===== src/rtl/ifp_multi.sv =====
// ifp_multi: instruction-fetch stage with up to MAX_OUTSTANDING in-order I-mem
// requests in flight, a FIFO_DEPTH-entry {pc, instr} queue to the decoder, and
// redirect handling that discards every response issued before the redirect.
module ifp_multi #(
    parameter logic [63:0] RESET_VECTOR    = 64'h0000_0000_1000_0000,
    parameter int          FIFO_DEPTH      = 4,
    parameter int          MAX_OUTSTANDING = 2
) (
    input  logic        clk,
    input  logic        rst,
    output logic [63:0] im_req_addr,
    output logic        im_req_valid,
    input  logic        im_req_ready,
    input  logic [63:0] im_resp_rdata,
    input  logic        im_resp_valid,
    output logic [63:0] if_dec_pc,
    output logic [31:0] if_dec_instr,
    output logic        if_dec_valid,
    input  logic        if_dec_ready,
    input  logic        ip_if_pc_override,
    input  logic [63:0] ip_if_new_pc
);

    localparam int OW  = $clog2(MAX_OUTSTANDING + 1);
    localparam int FW  = $clog2(FIFO_DEPTH + 1);
    localparam int CW  = $clog2(MAX_OUTSTANDING + FIFO_DEPTH + 1);
    localparam int TPW = (MAX_OUTSTANDING > 1) ? $clog2(MAX_OUTSTANDING) : 1;
    localparam int FPW = $clog2(FIFO_DEPTH);

    logic [63:0]    fetch_pc;

    logic [63:0]    tag_q [MAX_OUTSTANDING];
    logic [TPW-1:0] tag_wr;
    logic [TPW-1:0] tag_rd;

    logic [OW-1:0]  outstanding;
    logic [OW-1:0]  drop_cnt;

    logic [63:0]    fifo_pc    [FIFO_DEPTH];
    logic [31:0]    fifo_instr [FIFO_DEPTH];
    logic [FPW-1:0] fifo_wr;
    logic [FPW-1:0] fifo_rd;
    logic [FW-1:0]  fifo_count;

    logic [CW-1:0]  live_credit;
    logic           req_fire;
    logic           resp_ok;
    logic           resp_drop;
    logic           resp_live;
    logic           fifo_pop;
    logic [63:0]    tag_head;
    logic [31:0]    resp_instr;

    // Tag pointers wrap explicitly so a single-entry tag queue stays in range.
    function automatic logic [TPW-1:0] tag_next(input logic [TPW-1:0] ptr);
        return (ptr == TPW'(MAX_OUTSTANDING - 1)) ? '0 : ptr + 1'b1;
    endfunction

    // Request credit, response classification and head-of-queue selection.
    always_comb begin
        // drop_cnt never exceeds outstanding, so the subtraction cannot wrap.
        live_credit  = CW'(outstanding) - CW'(drop_cnt) + CW'(fifo_count);
        im_req_valid = !rst && !ip_if_pc_override
                       && (outstanding < OW'(MAX_OUTSTANDING))
                       && (live_credit < CW'(FIFO_DEPTH));
        im_req_addr  = fetch_pc;
        req_fire     = im_req_valid && im_req_ready;

        // A response with nothing outstanding is a protocol violation: ignore it.
        resp_ok      = im_resp_valid && (outstanding != '0);
        resp_drop    = resp_ok && ((drop_cnt != '0) || ip_if_pc_override);
        resp_live    = resp_ok && (drop_cnt == '0) && !ip_if_pc_override;

        tag_head     = tag_q[tag_rd];
        resp_instr   = tag_head[2] ? im_resp_rdata[63:32] : im_resp_rdata[31:0];

        if_dec_valid = (fifo_count != '0) && !ip_if_pc_override;
        if_dec_pc    = fifo_pc[fifo_rd];
        if_dec_instr = fifo_instr[fifo_rd];
        fifo_pop     = if_dec_valid && if_dec_ready;
    end

    // Fetch PC: redirect target wins, otherwise advance one word per fire.
    always_ff @(posedge clk) begin
        if (rst) begin
            fetch_pc <= RESET_VECTOR;
        end else if (ip_if_pc_override) begin
            fetch_pc <= ip_if_new_pc;
        end else if (req_fire) begin
            fetch_pc <= fetch_pc + 64'd4;
        end
    end

    // In-flight bookkeeping; on redirect every still-pending response becomes a drop.
    always_ff @(posedge clk) begin
        if (rst) begin
            outstanding <= '0;
            drop_cnt    <= '0;
        end else if (ip_if_pc_override) begin
            outstanding <= outstanding - OW'(resp_ok);
            drop_cnt    <= outstanding - OW'(resp_ok);
        end else begin
            outstanding <= outstanding + OW'(req_fire) - OW'(resp_ok);
            if (resp_drop) begin
                drop_cnt <= drop_cnt - 1'b1;
            end
        end
    end

    // Tag queue pointers; cleared on redirect since dropped responses never pop.
    always_ff @(posedge clk) begin
        if (rst || ip_if_pc_override) begin
            tag_wr <= '0;
            tag_rd <= '0;
        end else begin
            if (req_fire) begin
                tag_wr <= tag_next(tag_wr);
            end
            if (resp_live) begin
                tag_rd <= tag_next(tag_rd);
            end
        end
    end

    // Tag queue storage: PC of each issued request.
    always_ff @(posedge clk) begin
        if (req_fire) begin
            tag_q[tag_wr] <= fetch_pc;
        end
    end

    // Output FIFO pointers and occupancy; flushed on redirect.
    always_ff @(posedge clk) begin
        if (rst || ip_if_pc_override) begin
            fifo_wr    <= '0;
            fifo_rd    <= '0;
            fifo_count <= '0;
        end else begin
            if (resp_live) begin
                fifo_wr <= fifo_wr + 1'b1;
            end
            if (fifo_pop) begin
                fifo_rd <= fifo_rd + 1'b1;
            end
            fifo_count <= fifo_count + FW'(resp_live) - FW'(fifo_pop);
        end
    end

    // Output FIFO storage: selected instruction with its PC.
    always_ff @(posedge clk) begin
        if (resp_live) begin
            fifo_pc[fifo_wr]    <= tag_head;
            fifo_instr[fifo_wr] <= resp_instr;
        end
    end

endmodule


===== config.mk =====
export PLATFORM = sky130hd
export DESIGN_NAME = ifp_multi
export DESIGN_NICKNAME = d
export VERILOG_FILES = /design/src/rtl/ifp_multi.sv
export SDC_FILE = /design/constraint.sdc
export NUM_CORES = 1
export LEC_CHECK = 0
export ABC_CLOCK_PERIOD_IN_PS = 14500
export CAP_MARGIN = 0
export CORE_MARGIN = 5
export CORE_UTILIZATION = 55
export DETAILED_ROUTE_END_ITERATION = 12
export PLACE_DENSITY_LB_ADDON = 0.1
export SETUP_SLACK_MARGIN = 0.5
export SYNTH_ARGS = -nofsm -noshare
export SYNTH_HDL_FRONTEND = slang
export SYNTH_SLANG_ARGS = --single-unit

===== constraint.sdc =====
create_clock -name clk -period 14.5 [get_ports clk]
set_input_delay 2.9 -clock clk [delete_from_list [all_inputs] [get_ports clk]]
set_output_delay 2.9 -clock clk [all_outputs]
set_load 0.005 [all_outputs]

==> results.txt <==
The via count was 13400. The number of buffer cells added on primary ports is 295, and the total grt overflow is 0. The count of nets left with antenna violations once routing finished came out at 0. After detailed routing, the number of vias per cell comes to 5.98.

The setup skew after layout was 0.0119 ns. Data on the critical path arrives at its endpoint at 5.09 ns. The die outline width was 217 um. The total cell area at the placement stage is 0.0271 sq mm, and the boundary pin count is 296. The routed design could run at a clock period as short as 7.99 ns. The count of maximum capacitance violations came out at 0. The logs give 67 for the maximum number of pins on one net before global-route repair and 1354 for the number of instances in the synthesized netlist.

Setup repair after global routing left no endpoint under its margin. The number of nets in the synthesized netlist is 1503. The achievable clock frequency is 125 MHz.

The H-tree generated during clock tree synthesis spans 2 levels. In this run the cell area of the synthesized design comes to 0.0236 sq mm. Counting flops with a built-in enable in the synthesized netlist gives 512.

CTS placed an instance of sky130_fd_sc_hd__clkbuf_16 at the clock tree root. For this design the static power due to leakage is 0.00931 uW. Synthesis inferred 592 register bits. STA classifies the critical path endpoint as a primary output. Of the post-synthesis cell area, the dominant cell type holds 65.2%. The layout overhead on the synthesized area is 23.0%. The first global-routing pass estimated 83800 um of wire. In this run, post-CTS hold repair placed 0 buffers.

The run finished with clean final reports. In the synthesized netlist the dominant register cell turns out to be sky130_fd_sc_hd__edfxtp_1. The y dimension of the die came out at 217 um. Normalized max-slew margin: 25.6%.

For this run, the post-layout net count is 1809. At the worst endpoint, the required time is 11.60 ns. The initial antenna violation count came out at 3. The number of clock buffers added by TritonCTS is 58.

The floorplan step defined a core boundary enclosing 0.0422 sq mm. For this configuration, the core starts out at a cell density of 55.8%. For this run, asynchronously set or reset flops after synthesis account for 0%.

The floorplan has 75 rows. After detailed routing, the total wire length is 55000 um. In this run the worst path has a maximum fanout of 57. Counting instances in the post-synthesis netlist gives the leading cell types as 512 x sky130_fd_sc_hd__edfxtp_1, 98 x sky130_fd_sc_hd__mux2_2, 96 x sky130_fd_sc_hd__mux4_2. Dividing total power by cell area gives a power density of 131 mW/mm^2. The number of design-rule violations left by the first detailed-router iteration was 1066. The floorplan step defined a die boundary enclosing 0.0471 sq mm. The Yosys step of the flow raised 0 warnings.

The number of global-route vias before repair came out at 13500. The path class of the tightest hold or removal check is flip-flop to flip-flop. The layout has 2834 filler cells.

For the worst voltage drop across the vdd grid, the log shows 0.0987 mV. The tools report the number of iterations in the first detailed-routing pass as 5. The cell with the most instances after synthesis is sky130_fd_sc_hd__edfxtp_1. After routing the design area is 0.0290 sq mm. By area the synthesized netlist is led by sky130_fd_sc_hd__edfxtp_1 65%, sky130_fd_sc_hd__mux4_2 9.2%, sky130_fd_sc_hd__dfxtp_1 6.8%.

For the clock latency on the worst-skew pair, the log shows 0.60 ns. The critical path is of the input port to primary output type. Post-CTS timing repair inserted 0 buffers for setup. The ratio of final minimum period to clock period came out at 55.1%. The worst setup path is launched from an input port. At the pin with the least slew margin, the transition time is 1.11 ns. The non-filler instance count after layout is 2246.

The biggest area contributor in the post-synthesis netlist is sky130_fd_sc_hd__edfxtp_1. The count of pins over their slew limit was 0; the final routed wire length divided by cell count was 24.5 um. The DRC violation count after routing is 0. The final setup violation count was 0; the peak per-stage delay on the critical path was 0.58 ns. TritonCTS built the clock tree.

Clock-pin slew was measured on the worst setup and hold paths at 0.06 ns. The signal on the critical path passes through buf_2, buf_4, inv_1, nand2_1, nor3_1, clkdlybuf4s50_1. Global routing consumed, over all layers together, 23.4% of the routing resources. The tools report the number of clock sinks seen by CTS as 592. For this design, the slowest cell found on the critical path is sky130_fd_sc_hd__clkdlybuf4s50_1. The number of hold violations in the final report was 0; the placer's final routability congestion estimate was 0.872. The number of placed instances, taps included is 2139. Once layout is complete, the utilization of the core stands at 68.7%. The setup TNS after final layout was 0 ns; the part of the Yosys area used for sequential elements was 72.0%. The number of gates resized after CTS was 0. Number of buffers on the longest clock path: 3. The share of layout cells above drive strength 1 was 19.1%; the detailed-placement wirelength estimate was 34900 um. The average cell area after synthesis is 17.4 sq um, and the count of unique library cells instantiated by Yosys is 67.
## critical path: cells and delay by family
kind	cells	cell delay, ns
AND/OR/NAND/NOR	2	0.85
buffers and inverters	4	1.29
## area by class of cell
type,count,area [sq um],area share (%)
clock inverter,24,270,0.931
timing repair buffer,314,3090,10.6
inverter,30,113,0.388
multi-input combinational,664,6250,21.6
sequential,592,17000,58.5
clock buffer,82,1630,5.61
antenna,1,2.50,0.00862
tap,539,674,2.32
## where the power goes
| part | internal, uW | switching, uW | leakage (uW) |
|---|---|---|---|
| Sequential | 1930 | 44.0 | 0.00530 |
| Combinational | 158 | 170 | 0.00307 |
| Clock | 885 | 602 | 0.000932 |
## metal layers
layer,global-route usage [%],up-vias,share of wire (%)
met4,6.28,2,2.0
li1,-,6000,-
met2,37.2,570,48
met5,0,-,0.024
met1,34.0,6784,42
met3,4.34,71,7.6
## cell families (layout without fill, tap and decap cells)
group	count (synthesis)	count (layout)	synth area share (%)
other cells	0	1	0
buf+inv	98	450	1.67
mux	202	202	14.2
compound gates	129	129	3.62
fa+ha+maj	15	15	0.860
flops	592	592	72.0
xor+xnor	32	32	1.19
simple gates	286	286	6.49
## registers in the layout (all words and copies together), names as in the netlist, named ones only
register / flops
im_req_addr: 64
tag_q: 128
fifo_pc: 256
fifo_instr: 128
outstanding: 2
tag_rd: 1
drop_cnt: 2
fifo_count: 3
fifo_rd: 2
tag_wr: 1
fifo_wr: 2
## placed cells by master (no fill, tap or decap), types with 5 or more instances in the layout
master	n
sky130_fd_sc_hd__clkinv_2	8
sky130_fd_sc_hd__o22ai_1	7
sky130_fd_sc_hd__buf_4	19
sky130_fd_sc_hd__mux2i_1	7
sky130_fd_sc_hd__inv_1	29
sky130_fd_sc_hd__bufinv_16	6
sky130_fd_sc_hd__nor3_1	13
sky130_fd_sc_hd__and2_1	15
sky130_fd_sc_hd__nand4_1	30
sky130_fd_sc_hd__clkbuf_16	61
sky130_fd_sc_hd__edfxtp_1	512
sky130_fd_sc_hd__clkbuf_1	17
sky130_fd_sc_hd__and3_1	12
sky130_fd_sc_hd__xor2_1	12
sky130_fd_sc_hd__dfxtp_1	77
sky130_fd_sc_hd__or3_1	10
sky130_fd_sc_hd__and2_4	5
sky130_fd_sc_hd__o21ai_0	19
sky130_fd_sc_hd__o211ai_1	7
sky130_fd_sc_hd__nor2_1	62
sky130_fd_sc_hd__a31oi_1	22
sky130_fd_sc_hd__nand3_1	27
sky130_fd_sc_hd__o311ai_0	6
sky130_fd_sc_hd__nor4_1	7
sky130_fd_sc_hd__mux4_2	96
sky130_fd_sc_hd__clkinv_1	9
sky130_fd_sc_hd__a32oi_1	11
sky130_fd_sc_hd__nand2_1	70
sky130_fd_sc_hd__and4_1	8
sky130_fd_sc_hd__ha_1	13
sky130_fd_sc_hd__mux2_2	98
sky130_fd_sc_hd__clkdlybuf4s50_1	293
sky130_fd_sc_hd__a21oi_1	30
sky130_fd_sc_hd__xnor2_1	20
## stage by stage
stage | setup slack [ns] | hold WS, ns | total power [uW]
after floorplan | 6.98 | 0.469 | 2160
after global placement | 6.66 | 0.484 | 2320
after detailed placement | 6.63 | 0.505 | 2340
after CTS | 6.62 | 0.514 | 3820
after global routing | 6.40 | 0.541 | 3930
final | 6.51 | 0.506 | 3790
## path summary, 6_finish.rpt
kind	start	endpoint	slack, ns	depth (start not counted)
worst max-delay path	rst	im_req_valid	6.51	6
worst min-delay path	fifo_wr[1]	fifo_wr[1]	0.51	2
worst max register to register	outstanding[1]	tag_q[0][26]	9.57	11
worst min register to register	fifo_wr[1]	fifo_wr[1]	0.51	2
(Power assumes the default switching activity.)
